--- src/rtl/slice_cfg_loader.sv ---
// slice_cfg_loader: checks a sync byte and an XOR checksum on a byte stream, and shifts
// the LUT INIT and FF_USED bits LSB-first into the slice configuration chain.
module slice_cfg_loader #(
    parameter int         N_SLICES  = 16,
    parameter int         K         = 3,
    parameter int         CLK_DIV   = 2,
    parameter logic [7:0] SYNC_BYTE = 8'hA5
) (
    input  logic       CLK,
    input  logic       RST,
    input  logic       START,
    input  logic [7:0] IN_DATA,
    input  logic       IN_VALID,
    output logic       IN_READY,
    output logic       CFG_CLK,
    output logic       CFG_DATA,
    output logic       CFG_LATCH,
    output logic       USER_EN,
    output logic       BUSY,
    output logic       DONE,
    output logic       ERR
);
    localparam int TOTAL_BITS = N_SLICES * (2**K + 1);
    localparam int N_BYTES    = (TOTAL_BITS + 7) / 8;
    localparam int CW         = $clog2(TOTAL_BITS + 1);
    localparam int BW         = $clog2(N_BYTES + 1);
    localparam int PW         = $clog2(2 * CLK_DIV);

    typedef enum logic [2:0] {S_IDLE, S_SYNC, S_SHIFT, S_CHECK, S_LATCH, S_DONE, S_ERR} state_t;
    state_t state, state_nx;

    logic [7:0]    byte_buf, sh, chk;
    logic          buf_full, act;
    logic [2:0]    sh_left;
    logic [BW-1:0] taken;
    logic [CW-1:0] bit_cnt;
    logic [PW-1:0] ph;
    logic          xfer, bit_end, last_bit, restart;

    assign IN_READY  = state == S_SYNC || state == S_CHECK ||
                       (state == S_SHIFT && !buf_full && taken < BW'(N_BYTES));
    assign xfer      = IN_VALID && IN_READY;
    assign bit_end   = act && ph == PW'(2 * CLK_DIV - 1);
    assign last_bit  = bit_end && bit_cnt == CW'(TOTAL_BITS - 1);
    assign restart   = START && (state inside {S_IDLE, S_DONE, S_ERR});
    assign BUSY      = state inside {S_SYNC, S_SHIFT, S_CHECK, S_LATCH};
    assign CFG_LATCH = state == S_LATCH;
    assign DONE      = state == S_DONE;
    assign USER_EN   = state == S_DONE;
    assign ERR       = state == S_ERR;

    always_ff @(posedge CLK or posedge RST) begin
        if (RST) state <= S_IDLE;
        else     state <= state_nx;
    end

    always_comb begin
        state_nx = state;
        if (restart) state_nx = S_SYNC;
        else case (state)
            S_SYNC:  if (xfer && IN_DATA == SYNC_BYTE) state_nx = S_SHIFT;
            S_SHIFT: if (last_bit) state_nx = S_CHECK;
            S_CHECK: if (xfer) state_nx = (IN_DATA == chk) ? S_LATCH : S_ERR;
            S_LATCH: state_nx = S_DONE;
            default: ;
        endcase
    end

    // byte_buf is a one-byte prefetch so the next byte arrives while sh is still clocking out
    always_ff @(posedge CLK or posedge RST) begin
        if (RST) begin
            byte_buf <= '0;
            sh       <= '0;
            chk      <= '0;
            buf_full <= 1'b0;
            act      <= 1'b0;
            sh_left  <= '0;
            taken    <= '0;
            bit_cnt  <= '0;
            ph       <= '0;
            CFG_CLK  <= 1'b0;
            CFG_DATA <= 1'b0;
        end else if (restart) begin
            chk      <= '0;
            buf_full <= 1'b0;
            act      <= 1'b0;
            sh_left  <= '0;
            taken    <= '0;
            bit_cnt  <= '0;
            ph       <= '0;
            CFG_CLK  <= 1'b0;
            CFG_DATA <= 1'b0;
        end else if (state == S_SHIFT) begin
            if (xfer) begin
                byte_buf <= IN_DATA;
                buf_full <= 1'b1;
                taken    <= taken + BW'(1);
                chk      <= chk ^ IN_DATA;
            end
            if (last_bit) begin
                act      <= 1'b0;
                CFG_CLK  <= 1'b0;
                buf_full <= 1'b0;
                bit_cnt  <= bit_cnt + CW'(1);
            end else if (!act || bit_end) begin
                if (bit_end) bit_cnt <= bit_cnt + CW'(1);
                CFG_CLK <= 1'b0;
                ph      <= '0;
                if (sh_left != 3'd0) begin
                    CFG_DATA <= sh[0];
                    sh       <= sh >> 1;
                    sh_left  <= sh_left - 3'd1;
                    act      <= 1'b1;
                end else if (buf_full) begin
                    CFG_DATA <= byte_buf[0];
                    sh       <= byte_buf >> 1;
                    sh_left  <= 3'd7;
                    buf_full <= 1'b0;
                    act      <= 1'b1;
                end else begin
                    act <= 1'b0;
                end
            end else begin
                ph      <= ph + PW'(1);
                CFG_CLK <= ph >= PW'(CLK_DIV - 1);
            end
        end
    end
endmodule

--- config.mk ---
export PLATFORM = sky130hd
export DESIGN_NAME = slice_cfg_loader
export DESIGN_NICKNAME = d
export VERILOG_FILES = /design/src/rtl/slice_cfg_loader.sv
export SDC_FILE = /design/constraint.sdc
export NUM_CORES = 1
export LEC_CHECK = 0
export CELL_PAD_IN_SITES_DETAIL_PLACEMENT = 0
export CELL_PAD_IN_SITES_GLOBAL_PLACEMENT = 2
export CORE_MARGIN = 1.5
export CORE_UTILIZATION = 32
export CTS_CLUSTER_DIAMETER = 40
export DETAILED_ROUTE_END_ITERATION = 12
export PLACE_DENSITY = 0.73
export RECOVER_POWER = 100
export SLEW_MARGIN = 20
export SYNTH_ARGS = -nofsm -noshare
export SYNTH_HDL_FRONTEND = slang
export SYNTH_SLANG_ARGS = --single-unit
export TNS_END_PERCENT = 5
--- constraint.sdc ---
create_clock -name CLK -period 4.05 [get_ports CLK]
set_input_delay 0.405 -clock CLK [delete_from_list [all_inputs] [get_ports CLK]]
set_output_delay 0.405 -clock CLK [all_outputs]
set_load 0.01 [all_outputs]
After elaboration in Yosys (flattened, before gate mapping). Cells that the tools add are included.

Bits in registers: 49. Input bits: 12. Output and inout bits: 8. Word-level logic and storage cells: 119.

Add/sub/neg operators: 4. Order comparisons: 2. Eq/ne operators: 14. Multiplexer cells: 52. Bitwise operators: 3. Reduce and logical (&&, ||, !) cells: 32.

Operator list (count): 8-bit two-way mux (10); 3-bit two-way mux (10); 1-bit two-way mux (23); 8-bit equality test (second input constant) (2); 5-bit two-way mux (3); 3-bit nonzero test (5); 3-bit case mux with 4 select lines (1); 2-bit two-way mux (5); 3-bit equality test (second input constant) (3); 8-bit by 1-bit adder with 8-bit output (second input constant) (1); 8-bit equality test (1); 4-bit AND reduction (2); 2-bit nonzero test (4); 8-bit XOR (1); 1-bit logical AND (7); 3-bit by 2-bit equality test with 1-bit output (second input constant) (2); 3-bit inequality test (second input constant) (2); 2-bit AND reduction (3); 3-bit AND reduction (2); 5-bit by 1-bit adder with 5-bit output (second input constant) (1); 5-bit less-than comparator (second input constant) (1); 5-bit AND reduction (1); 5-bit nonzero test (1); 4-bit nonzero test (1); other kinds (11) (15).

Longest topological paths before layout. Gate-level depths: netlist of run 1.

Depth after elaboration: 12. Mapped depth: 8. Gate-level depth less buffers: 6.

Worst setup path before layout of run 1. No wires, ideal clock.

Path type: flip-flop to flip-flop. Start point: register taken[1]. End point: register chk[0]. Library setup time: 79 ps. Data arrival time: 1810 ps. Data required time: 3971 ps. Slack: 2161 ps. Stages on the path, launching flop included: 6. Path buffers: 1. Period minus slack after synthesis: 1889 ps. Cells stage by stage: dfrtp_1 -> o31a_1 -> or4b_1 -> buf_2 -> mux2_1 -> mux2i_1.

Longest elaborated chain between the ends: 6.

RTL lines: start, declared (RTL line 35) `logic [BW-1:0] taken;`; start signal, assigned (RTL line 97) `taken <= taken + BW'(1);`; 5-bit less-than comparator (RTL line 41) `(state == S_SHIFT && !buf_full && taken < BW'(N_BYTES));`; 1-bit logical AND (RTL line 41); 1-bit logical OR (RTL line 40) `assign IN_READY = state == S_SYNC || state == S_CHECK ||`; 1-bit logical AND (RTL line 42) `assign xfer = IN_VALID && IN_READY;`; 2-bit nonzero test (no line); 2-bit AND reduction (no line); end signal, assigned (RTL line 98) `chk <= chk ^ IN_DATA;`; end, declared (RTL line 32) `logic [7:0] byte_buf, sh, chk;`.

No other way between the ends. A chain may end at the register's enable or synchronous reset.

Final worst setup path of run 1.
Start point: register state[1]. End point: register taken[2].

Longest elaborated chain between the ends: 7. Elaborated cells on any way between the ends: 17. Classes of those cells: eq/ne (5); mux (1); reduce/logical (11).

RTL lines: start, declared (RTL line 30) `state_t state, state_nx;`; start signal, assigned (RTL line 54) `else state <= state_nx;`; 3-bit by 2-bit equality test with 1-bit output (RTL line 41, 93); 1-bit logical AND (2 in a row) (RTL line 41); 1-bit logical OR (RTL line 40); 1-bit logical AND (RTL line 42); 2-bit nonzero test (no line); 2-bit AND reduction (no line).

Several ways; a longest one is shown, not always the timed one.

==> results of run 1 <==
## per-layer routing
metal | wire length, um | global-route usage | share of wire | vias to the layer above
li1 | - | - | - | 983
met1 | 2800 | 0.204 | 0.51 | 904
met2 | 2440 | 0.205 | 0.45 | 21
met3 | 152 | 0.0265 | 0.028 | 6
met4 | 70 | 0.0423 | 0.013 | 0
met5 | 0 | 0 | 0 | -
## power breakdown
part	total, mW	switching, mW	internal [mW]	leakage, nW
clock	0.359	0.173	0.186	0.0583
sequential	0.620	0.0683	0.552	0.655
combinational	0.294	0.169	0.125	0.609
total	1.27	0.410	0.863	1.32
## cells by family (layout without fill, tap and decap cells)
kind of cell / Yosys count / after routing
buffers and inverters: 24 / 38
xor gates and xnor gates: 14 / 14
DFF: 48 / 48
adders and majority gates: 6 / 6
AOI/OAI and AO/OA: 56 / 56
muxes: 8 / 8
and+or+nand+nor: 113 / 113
## worst reg2reg max path, stage by stage (launching register included)
cell,delay (ns)
sky130_fd_sc_hd__dfrtp_1,0.59
sky130_fd_sc_hd__or3b_1,0.60
sky130_fd_sc_hd__nor4b_2,1.05
sky130_fd_sc_hd__nor2_1,0.38
sky130_fd_sc_hd__a211o_1,0.39
## cell type report
class                      instances  area share
multi-input combinational        197       0.423
sequential                        48       0.412
timing repair buffer              21      0.0692
tap                              102      0.0438
clock buffer                       5      0.0236
clock inverter                     3      0.0163
inverter                           9      0.0120
## metrics by stage
step	hold slack, ns	power (mW)	utilization	cell area (sq um)	worst slack, ns
floorplan	0.446	0.831	-	2530	2.16
global placement	0.467	0.934	0.365	2810	1.39
detailed placement	0.470	0.936	0.365	2810	1.34
CTS	0.497	1.30	0.380	2920	1.33
global route	0.526	1.36	0.379	2910	0.601
finish	0.488	1.27	0.379	2910	0.957
## Yosys cell counts, drive strengths merged (2+ instances only)
cell type  count
dfrtp         48
o31ai          2
inv            9
nor2          17
mux2           4
buf            5
a22o           2
nand2b        10
nor4b          2
and3           3
nor4           4
nor3b          5
clkbuf        10
xor2           2
a211o          2
nand3          5
a31oi         10
nand4          6
xnor2         12
a21oi         19
ha             6
mux2i          4
nand2         43
nand4b         2
o21ai          4
nor3           6
a211oi         3
a21o           5
and2           2
## layout by cell type, fill, tap and decap left out, types with 6 or more instances in the layout
master                            count
sky130_fd_sc_hd__nand4_1              6
sky130_fd_sc_hd__xnor2_1             12
sky130_fd_sc_hd__nand2_1             43
sky130_fd_sc_hd__nor2_1              17
sky130_fd_sc_hd__nand2b_1            10
sky130_fd_sc_hd__a31oi_1             10
sky130_fd_sc_hd__a21oi_1             19
sky130_fd_sc_hd__dfrtp_1             48
sky130_fd_sc_hd__inv_1                8
sky130_fd_sc_hd__ha_1                 6
sky130_fd_sc_hd__dlygate4sd3_1       10
sky130_fd_sc_hd__nor3_1               6
sky130_fd_sc_hd__clkdlybuf4s50_1      9
## flip-flops by register name, indices dropped and copies added (netlist names)
register	count
bit_cnt	8
byte_buf	8
chk	8
sh	7
taken	5
sh_left	3
state	3
ph	2
CFG_CLK	1
CFG_DATA	1
act	1
buf_full	1
## worst paths after layout
| check | depth (start not counted) | endpoint | slack, ns |
|---|---|---|---|
| min in group asynchronous | 2 | sh_left[2] | 1.11 |
| worst min-delay path | 2 | byte_buf[4] | 0.49 |
| worst min register to register | 2 | byte_buf[4] | 0.49 |
| max in group asynchronous | 2 | state[2] | 1.94 |
| worst max register to register | 4 | taken[2] | 0.96 |
| worst max-delay path | 4 | taken[2] | 0.96 |
==> results, run 1 <==
- In the final routed layout, each cell accounts on average for roughly 14 um.
- Across the run, the number of max-cap violations was 1.
- The starting density of the core is 0.330.
- The CTS tree is built.
- Counting the fill cells in the layout gives roughly 790.
- The total DRC errors in the routed layout is 0.
- The number of failing hold endpoints at the final stage is 0.
- The total of warnings raised by yosys is 0.
- The initial antenna violation count was 0.
- The die outline area is roughly 0.0085 sq mm.
- In this run the cell area of the synthesized design comes to roughly 0.0025 sq mm.
- From left edge to right edge, the die measures 92.0 um.
- The clock passes through at most 2 buffers.
- The worst setup path is captured at a flip-flop.
- The detailed-route via count is 1,914.
- The combined area of the multi-input logic cells is 0.00123 sq mm.
- In the final layout, the share of cells above drive strength 1 is 0.0565.
- Once detailed placement completed, the half-perimeter wirelength came to 3760 um.
- After global routing the overflow that remains totals 0.
- Dividing the final minimum period by the clock period gives 0.764.
- The post-synthesis cell type with the largest combined area is sky130_fd_sc_hd__dfrtp_1.
- The post-detailed-routing wire length is approximately 5500 um.
- Clock-pin slew was measured on the worst setup and hold paths at 0.09 ns.
- The normalized max-slew margin is -0.451.
- The maximum clock skew at final layout is around 0.021 ns.
- The post-layout net count is 300.
- Setup repair after global routing left no endpoint under its margin.
- The number of placed instances, taps included, is ~380.
- After layout, the minimum clock period comes to between 3 and 4 ns.
- Buffers placed on the I/O ports in this run total 19.
- In this run the remaining antenna-violating nets after routing total 0.
- The share of synthesized area in the top cell type comes to 0.474.
- The kind of start point of the critical path is a flip-flop.
- The instance count of the mapped netlist is 269.
- After the first detailed-routing iteration, the DRC count stood at between 90 and 100.
- Entering global routing, the biggest net connects 49 pins.
- The number of setup buffers added after CTS is 0.
- Row generation in the floorplan step produced 32 rows.
- The flow ran to the end, but the final reports show violations.
- For this run, the leading register cell type out of synthesis is sky130_fd_sc_hd__dfrtp_1.
- The number of cells in the finished layout apart from fillers is between 300 and 400.
- The number of diodes is 0.
- The number of H-tree levels is 2.
- The final max-slew violation count is just under 50.
- The count of boundary I/O pins is 20.
- Of the synthesized area, sequential elements account for 0.474.
- Static timing analysis puts the maximum clock frequency at 323 MHz.
- The core region is slightly below 0.008 sq mm.
- Synthesis produced a netlist with a net count of around 290.
- The total of endpoints with negative setup slack in the final report is 0.
- Of the total synthesized cell area, the portion taken by full adders, half adders and majority gates is 0.0296.
- The worst-case IR drop observed on VDD is between 0.15 and 0.2 mV.
- The analysis attributes to cell leakage a power of ~1.3 nW.
- The number of global-route vias before repair is between 1,500 and 2,000.
- TritonCTS created 5 clock buffers.
- The sequential cell area is 0.00120 sq mm.
- By area, the combinational part of the netlist is dominated by simple AND/OR/NAND/NOR gates.
- The total iterations of the first detailed-routing run is 4.
- From synthesis to final layout, the design area changed by 15.0%.
- The largest single stage delay on the critical path is roughly 1.0 ns.
- The total number of clock tree sinks is between 40 and 50.
- The mux cell area share after synthesis is 0.0336.
- The buffers plus inverters on the worst setup path is 0.
- The worst-path maximum fanout is 15.
- After synthesis, the share of flip-flops with an asynchronous set or reset is 1.00.
- The routability congestion estimate is 0.710.
- The number of different library cells used by synthesis comes to 50.
- The cell family contributing the most delay on the critical path is simple AND/OR/NAND/NOR gates.
- The fraction of the mapped netlist area in compound gates is 0.144.
- For the worst setup path, the data required time is between 4 and 5 ns.
- The root cell of the clock tree is sky130_fd_sc_hd__clkbuf_8.
- The vertical die dimension is between 90 and 100 um.
- The global router's overall resource usage is 0.139.
- Gates resized during post-CTS repair numbered 0.
- The category of the most critical setup path is reg2reg.
- The synthesized design contains 0 enable-type register cells.
- The clock latency of the later-clocked register in the worst-skew pair is between 0.3 and 0.4 ns.
- The path class of the tightest hold or removal check is reg2reg.
- The signal on the critical path passes through or3b_1 > nor4b_2 > nor2_1 > a211o_1.
- For this design, the slowest cell found on the critical path is sky130_fd_sc_hd__nor4b_2.
- The measured slew at the worst slew-check pin is between 2 and 2.5 ns.
- The start point of the worst min-delay path is byte_buf[4].
- Counting flops and latches in the post-synthesis netlist gives 48.
- After detailed routing, the number of vias per cell comes to around 5.0.
- In the final timing run, aggregate negative setup slack is 0 ns.
- The share of synthesized cell area in and, or, nand and nor gates is 0.232.
- In this run the critical register-to-register path is launched from state[1].
- The first global-routing pass estimated 9220 um of wire.
- Of the total synthesized cell area, the portion taken by XOR and XNOR cells is 0.0484.
- The mean area per synthesized cell is approximately 9.4 sq um.
- For the worst setup path, the data arrival time is roughly 3.3 ns.
- The count of hold buffers inserted by post-cts repair is 0.
- The final reports fail on capacitance limit, slew limit.
- The launch point of the worst path is state[1].
- After synthesis, the cell types taking the most area are sky130_fd_sc_hd__dfrtp_1, sky130_fd_sc_hd__nand2_1, sky130_fd_sc_hd__xnor2_1, sky130_fd_sc_hd__a21oi_1, sky130_fd_sc_hd__ha_1.
- The total power per unit cell area is about 440 mW/mm^2.
Power figures use the tool's default switching activity.
==> run 2, diff against run 1 <==
--- a/config.mk
+++ b/config.mk
@@ -11,7 +11,7 @@
 export CORE_UTILIZATION = 32
 export CTS_CLUSTER_DIAMETER = 40
 export DETAILED_ROUTE_END_ITERATION = 12
-export PLACE_DENSITY = 0.73
+export PLACE_DENSITY = 0.76
 export RECOVER_POWER = 100
 export SLEW_MARGIN = 20
 export SYNTH_ARGS = -nofsm -noshare
==> constraint.sdc (replaced) <==
create_clock -name CLK -period 2.82 [get_ports CLK]
set_input_delay 0.282 -clock CLK [delete_from_list [all_inputs] [get_ports CLK]]
set_output_delay 0.282 -clock CLK [all_outputs]
set_load 0.01 [all_outputs]
==> run 2 against run 1 <==
The flow now finishes without violations. Core utilization is 0.37 points higher. Via count is 1.6% higher. Largest power group unchanged. First-iteration DRC count is 18% higher. Global-route usage is 0.057 points higher. Power is 39% higher. Maximum frequency is 32% higher. Hold slack worse by 0.0019 ns. Final cell count is 1.8% higher. Final area is 0.99% higher. Non-clock buffer count is 7 higher. Routed wire length is 0.37% lower.
==> results, run 2 (synthesis results as in run 1) <==
- The run finished with clean final reports.
- The first-iteration detailed-routing DRC count came to 107 (+18%).
- The initial antenna violation count came to 0 (unchanged).
- The worst-case hold slack came to 0.486 ns (-0.00190 ns).
- The worst-case vdd ir drop is 0.221 mV (+23%).
- The endpoint identified for the worst register-to-register timing path is chk[0].
- The measured slew at the worst slew-check pin was 1.22 ns (-0.947 ns).
- The count of hold buffers inserted by post-cts repair is 0 (unchanged).
- The highest clock rate is 426 MHz (+32%).
- The global-route wire length before repair is 9180 um (-0.38%).
- The minimum clock period after layout is 2.35 ns (-0.743 ns).
- The normalized max-slew margin is 0.188 (+0.639).
- The clock-pin slew of the registers on the worst-case setup and hold paths was 0.09 ns (about the same).
- Setup repair after global routing left no endpoint under its margin.
- The count of boundary I/O pins came to 20 (unchanged).
- The worst-path maximum fanout is 13 (-2).
- The slack of the worst reg-to-reg path came to 0.47 ns (-0.49 ns).
- The category of the most critical setup path is reg2reg.
- The fraction of layout cells with a size suffix above 1 is 0.0690 (+0.0124).
- The post-detailed-routing wire length came to 5440 um (-0.37%).
- The sum of overflow across all layers after global routing is 0 (unchanged).
- The largest registers in the layout are bit_cnt x8, byte_buf x8, chk x8.
- The total of max-cap violations came to 0 (-1).
- The number of fillers in the final layout is 814 (+2.9%).
- The startpoint identified for the worst register-to-register timing path is state[2].
- The cell count of the worst reg-to-reg path is 6 (+2).
- In the layout the commonest cells are sky130_fd_sc_hd__dfrtp_1, sky130_fd_sc_hd__nand2_1, sky130_fd_sc_hd__a21oi_1, sky130_fd_sc_hd__nor2_1, sky130_fd_sc_hd__xnor2_1.
- The number of failing hold endpoints at the final stage is 0 (unchanged).
- The total iterations of the first detailed-routing run came to 4 (unchanged).
- The maximum clock skew at final layout was 0.00676 ns (-0.0146 ns).
- The starting density of the core is 0.330 (unchanged).
- The area of the core is 0.00769 sq mm (unchanged).
- The root cell of the clock tree is sky130_fd_sc_hd__clkbuf_8.
- The global router's overall resource usage came to 0.139 (+0.000573).
- The post-detailed-route via-to-cell ratio is 4.96 (-0.25%).
- The combined area of the multi-input logic cells is 0.00123 sq mm (+0.30%).
- The cell count of the worst hold path was 2 (unchanged).
- The number of cells in the finished layout apart from fillers is 392 (+1.8%).
- The number of global-route vias before repair came to 1,810 (+2.3%).
- The count of antenna-violating nets left after detailed routing is 0 (unchanged).
- Tracing the worst setup path back leads to its startpoint at state[2].
- The library cell used most frequently in the layout, excluding fill and tap cells, is sky130_fd_sc_hd__dfrtp_1.
- The worst setup path is launched from a flip-flop.
- The final max-slew violation count is 0 (-100%).
- The vertical die dimension is 92.0 um (unchanged).
- TritonCTS built the clock tree.
- The number of diodes is 0 (unchanged).
- The largest incremental delay on the critical path is 0.56 ns (-0.48 ns).
- The detailed-route via count was 1,944 (+1.6%).
- The total of endpoints with negative setup slack in the final report is 0 (unchanged).
- The static leakage is 1.35 nW (+2.1%).
- The number of input and output port buffers inserted is 19 (unchanged).
- The floorplan die width is 92.0 um (unchanged).
- The die outline area is 0.00846 sq mm (unchanged).
- The number of buffers created by CTS came to 5 (unchanged).
- The count of cells resized by post-cts repair is 0 (unchanged).
- The slowest stage of the critical path is the sky130_fd_sc_hd__clkbuf_1 cell.
- The total DRC errors in the routed layout is 0 (unchanged).
- The routability congestion estimate is 0.718 (+1.1%).
- The synthesis-to-layout area growth is 16.1%.
- The number of buffers on the longest clock path is 2 (unchanged).
- Traced cell by cell, the critical path runs through or3b_1 > buf_4 > nor4b_4 > clkbuf_1 > nand2_1 > mux2i_1.
- The clock latency of the later-clocked register in the worst-skew pair is 0.30 ns (-0.02 ns).
- The number of H-tree levels is 2 (unchanged).
- The worst hold-check path type is reg2reg.
- The sequential cell area was 0.00120 sq mm (unchanged).
- The post-layout net count came to 307 (+2.3%).
- The final core utilization is 0.383 (+0.00374).
- The end point of the critical path is chk[0].
- The pin count of the biggest net entering global routing is 49 (unchanged).
- The half-perimeter wire length after detailed placement came to 3760 um (-0.19%).
- The detail-routed net length per standard cell is 13.9 um (-2.1%).
- The fraction of the cycle the final worst path needs is 0.833 (+0.0696).
- The number of buffers inserted to repair setup after CTS is 0 (unchanged).
- The total number of clock tree sinks is 48 (unchanged).
- The accumulated negative setup slack was 0 ns (unchanged).
- The arrival time at the worst endpoint came to 2.58 ns (-0.71 ns).
- The worst endpoint required time is 3.05 ns (-1.19 ns).
- The standard-cell row count is 32 (unchanged).
- The total power per unit cell area came to 600 mW/mm^2 (+37%).
- The critical path capture point type is a flip-flop.
- The cell count after placement is 384 (+1.9%).
==> run 2: report_power, final <==
part	switching, mW	internal [mW]	total, mW
combinational	0.249	0.190	0.438
sequential	0.0932	0.792	0.886
clock	0.240	0.201	0.441
total	0.582	1.18	1.77
==> run 2: through the flow <==
step	power, mW	setup slack, ns	area (sq um)
final	1.77	0.470	2940
after global routing	1.89	0.243	2940
after CTS	1.81	0.555	2960
after detailed placement	1.36	0.632	2860
after global placement	1.36	0.683	2860
after floorplan	1.19	0.931	2530
==> run 2: worst min path at each step <==
stage | startpoint | to | slack, ns
floorplan | IN_DATA[1] | byte_buf[1] | 0.39
global placement | byte_buf[1] | byte_buf[1] | 0.46
detailed placement | byte_buf[5] | byte_buf[5] | 0.47
CTS | RST | byte_buf[0] | 0.50
global route | byte_buf[1] | byte_buf[1] | 0.51
finish | byte_buf[1] | byte_buf[1] | 0.49
==> run 2: critical path, delay by kind of cell (launching register included) <==
family	cells	cell delay, ns
buffers and inverters	2	0.75
flip-flops	1	0.52
multiplexers	1	0.17
AND/OR/NAND/NOR	3	0.83
==> run 2: final cells by class <==
class / count / area share
clock inverters: 2 / 0.00468
multi-input cells: 197 / 0.420
flip-flops and latches: 48 / 0.408
inverters: 9 / 0.0115
repair buffers: 28 / 0.0842
clock buffers: 6 / 0.0281
well taps: 102 / 0.0434
==> run 2: metal layers <==
layer	part of all wire	track usage	routed length [um]
met3	0.026	0.0290	141
met1	0.50	0.197	2730
met5	0	0	0
met4	0.010	0.0423	55
met2	0.46	0.213	2510
==> run 3, diff against run 2 <==
--- a/config.mk
+++ b/config.mk
@@ -11,7 +11,7 @@
 export CORE_UTILIZATION = 32
 export CTS_CLUSTER_DIAMETER = 40
 export DETAILED_ROUTE_END_ITERATION = 12
-export PLACE_DENSITY = 0.76
+export PLACE_DENSITY = 0.73
 export RECOVER_POWER = 100
 export SLEW_MARGIN = 20
 export SYNTH_ARGS = -nofsm -noshare
==> constraint.sdc (replaced) <==
create_clock -name CLK -period 2.2 [get_ports CLK]
set_input_delay 0.22 -clock CLK [delete_from_list [all_inputs] [get_ports CLK]]
set_output_delay 0.22 -clock CLK [all_outputs]
set_load 0.01 [all_outputs]
==> run 3 against run 2 <==
Core utilization is 0.88 points higher. Die area stayed put. Maximum frequency is 13% higher. Combinational power is 45% higher. Critical path depth is 2 lower. Hold slack better by 0.0035 ns. Sequential share of layout area is 0.92 points lower. Global-route usage is 0.97 points higher. Final area is 2.3% higher. Final cell count is 1.8% higher. Sequential cell count stayed put. Critical path type unchanged. Critical endpoint is now chk[7]. Largest cell class unchanged.
==> results, run 3 (synthesis results as in run 1) <==
- The pin count of the biggest net entering global routing is 28 (-43%).
- The die outline area is 0.00846 sq mm (unchanged).
- The half-perimeter wire length after detailed placement is 4100 um (+9.1%).
- The cell with the largest stage delay on the worst path is sky130_fd_sc_hd__or4b_1.
- The post-placement worst setup slack is 0.126 ns (-0.505 ns).
- The highest clock rate is 482 MHz (+13%).
- The root buffer cell chosen for the clock tree is sky130_fd_sc_hd__clkbuf_8.
- The post-detailed-routing wire length is 5770 um (+6.0%).
- The initial antenna violation count came to 0 (unchanged).
- The standard-cell row count came to 32 (unchanged).
- The vertical die dimension is 92.0 um (unchanged).
- The worst-case hold slack is 0.490 ns (+0.00345 ns).
- The worst-path maximum fanout is 7 (-6).
- The clock latency of the later-clocked register in the worst-skew pair is 0.31 ns (about the same).
- The number of diodes is 0 (unchanged).
- The minimum clock period after layout is 2.08 ns (-0.274 ns).
- The normalized max-slew margin is 0.431 (+0.243).
- The number of cells in the finished layout apart from fillers is 399 (+1.8%).
- The accumulated negative setup slack is 0 ns (unchanged).
- The area of the core is 0.00769 sq mm (unchanged).
- The total DRC errors in the routed layout is 0 (unchanged).
- In the layout the commonest cells are sky130_fd_sc_hd__dfrtp_1, sky130_fd_sc_hd__nand2_1, sky130_fd_sc_hd__a21oi_1, sky130_fd_sc_hd__nor2_1, sky130_fd_sc_hd__xnor2_1.
- The maximum clock skew at final layout is 0.00929 ns (+0.00254 ns).
- The count of antenna-violating nets left after detailed routing is 0 (unchanged).
- The number of H-tree levels came to 2 (unchanged).
- The cell count after placement is 391 (+1.8%).
- The total power per unit cell area was 800 mW/mm^2 (+33%).
- The final core utilization is 0.391 (+0.00879).
- The reported net switching power is 777 uW (+33%).
- The run finished with clean final reports.
- The post-layout net count was 314 (+2.3%).
- The combinational group share of total power was 0.264 (+0.016).
- The total of endpoints with negative setup slack in the final report is 0 (unchanged).
- The static leakage is 1.40 nW (+3.3%).
- The minimum setup slack in the final design came to 0.124 ns (-0.346 ns).
- The kind of start point of the critical path is a flip-flop.
- The total number of clock tree sinks came to 48 (unchanged).
- The starting density of the core was 0.330 (unchanged).
- The fraction of the cycle the final worst path needs is 0.944 (+0.110).
- The measured slew at the worst slew-check pin is 0.852 ns (-0.366 ns).
- The floorplan die width is 92.0 um (unchanged).
- The global router's overall resource usage was 0.149 (+0.00965).
- Setup repair after global routing left no endpoint under its margin.
- The sum of overflow across all layers after global routing is 0 (unchanged).
- The fraction of layout cells with a size suffix above 1 is 0.0943 (+0.0253).
- The largest incremental delay on the critical path is 0.69 ns (+0.13 ns).
- The number of input and output port buffers inserted is 19 (unchanged).
- The critical path in this run is classified as reg2reg.
- The routability congestion estimate is 0.737 (+2.7%).
- The total iterations of the first detailed-routing run is 4 (unchanged).
- The worst endpoint required time came to 2.43 ns (-0.62 ns).
- The total of max-cap violations is 0 (unchanged).
- The final max-slew violation count is 0 (unchanged).
- The number of buffers on the longest clock path is 2 (unchanged).
- The worst hold-check path type is reg2reg.
- The total internal power is 1.63 mW (+38%).
- The detailed-route via count is 1,962 (+0.93%).
- The detail-routed net length per standard cell is 14.5 um (+4.2%).
- Among cell families on the critical path, the largest total delay comes from simple AND/OR/NAND/NOR gates.
- The number of global-route vias before repair is 1,957 (+8.1%).
- The first-iteration detailed-routing DRC count came to 83 (-22%).
- The number of buffers inserted to repair setup after CTS came to 0 (unchanged).
- The clock power share is 0.279 (+0.029).
- The switching power as a share of total power is 0.323 (-0.00726).
- The post-detailed-route via-to-cell ratio came to 4.92 (-0.84%).
- The library cell used most frequently in the layout, excluding fill and tap cells, is sky130_fd_sc_hd__dfrtp_1.
- The CTS tree is built.
- The clock-pin slew of the registers on the worst-case setup and hold paths is 0.09 ns (about the same).
- The number of failing hold endpoints at the final stage is 0 (unchanged).
- The largest registers in the layout are bit_cnt x8, byte_buf x8, chk x8.
- STA classifies the critical path endpoint as a flip-flop.
- The arrival time at the worst endpoint was 2.31 ns (-0.27 ns).
- The number of buffers created by CTS is 5 (unchanged).
- The global-route wire length before repair is 9860 um (+7.4%).
- The buffers plus inverters on the worst setup path was 0 (-2).
- The signal on the critical path passes through o31a_1 > or4b_1 > mux2_1 > mux2i_1.
- The sequential group share of total power is 0.457 (-0.045).
- The synthesis-to-layout area growth is 18.8%.
- The count of boundary I/O pins is 20 (unchanged).
- The worst-case vdd ir drop is 0.342 mV (+55%).
[run 3: cell count changes in the layout (fill, tap and decap cells not counted), sizes merged]
| cell | change |
|---|---|
| clkbuf | +1 |
| bufinv | +1 |
| clkdlybuf4s25 | +1 |
| dlygate4sd3 | -1 |
| inv | +1 |
| clkinv | -2 |
| clkinvlp | +1 |
| buf | +5 |
[run 3: power by group through the flow]
stage                     clock network (mW)  registers [mW]  logic [mW]
after global placement                     0            1.11       0.674
after global routing                   0.727            1.12       0.726
after detailed placement                   0            1.12       0.676
final                                  0.673            1.10       0.635
after CTS                              0.699            1.10       0.679
after floorplan                            0            1.10       0.425
[run 3: final cells by class]
cell class,count,area [sq um]
sequential,48,1200
clock buffer,5,68.8
inverter,9,33.8
tap,102,128
timing repair buffer,35,297
clock inverter,3,46.3
multi-input combinational,197,1230
fill,792,4680
[run 3: what timing repair did]
item                                    CTS  global route
resized for setup                         0             1
hold endpoints to repair                  0             0
hold buffers                              0             0
endpoints found under the setup margin    0             1
[run 3: per-layer routing]
metal / wire, um / global-route usage / share of wire / vias to the layer above
met4: 81 / 0.0500 / 0.014 / 0
met1: 2910 / 0.208 / 0.50 / 939
li1: - / - / - / 1000
met2: 2660 / 0.232 / 0.46 / 16
met3: 116 / 0.0274 / 0.020 / 7
met5: 0 / 0 / 0 / -
[run 3: worst paths after layout]
path	start	endpoint	slack (ns)	depth (start not counted)
worst max-delay path	taken[1]	chk[7]	0.12	4
worst min-delay path	byte_buf[2]	byte_buf[2]	0.49	2
worst max register to register	taken[1]	chk[7]	0.12	4
worst min register to register	byte_buf[2]	byte_buf[2]	0.49	2
max in group asynchronous	RST	chk[0]	0.47	3
min in group asynchronous	RST	sh_left[1]	0.51	2
[run 3: stage by stage]
step	cell area [sq um]	power (mW)
detailed placement	2930	1.79
global placement	2930	1.79
finish	3010	2.41
floorplan	2530	1.53
global route	3010	2.57
CTS	3040	2.48
[run 3: tightest hold or removal path, stage by stage (launching register included)]
cell and delay (ns):
sky130_fd_sc_hd__dfrtp_1 0.36, sky130_fd_sc_hd__nand2_1 0.05, sky130_fd_sc_hd__nand2_1 0.05
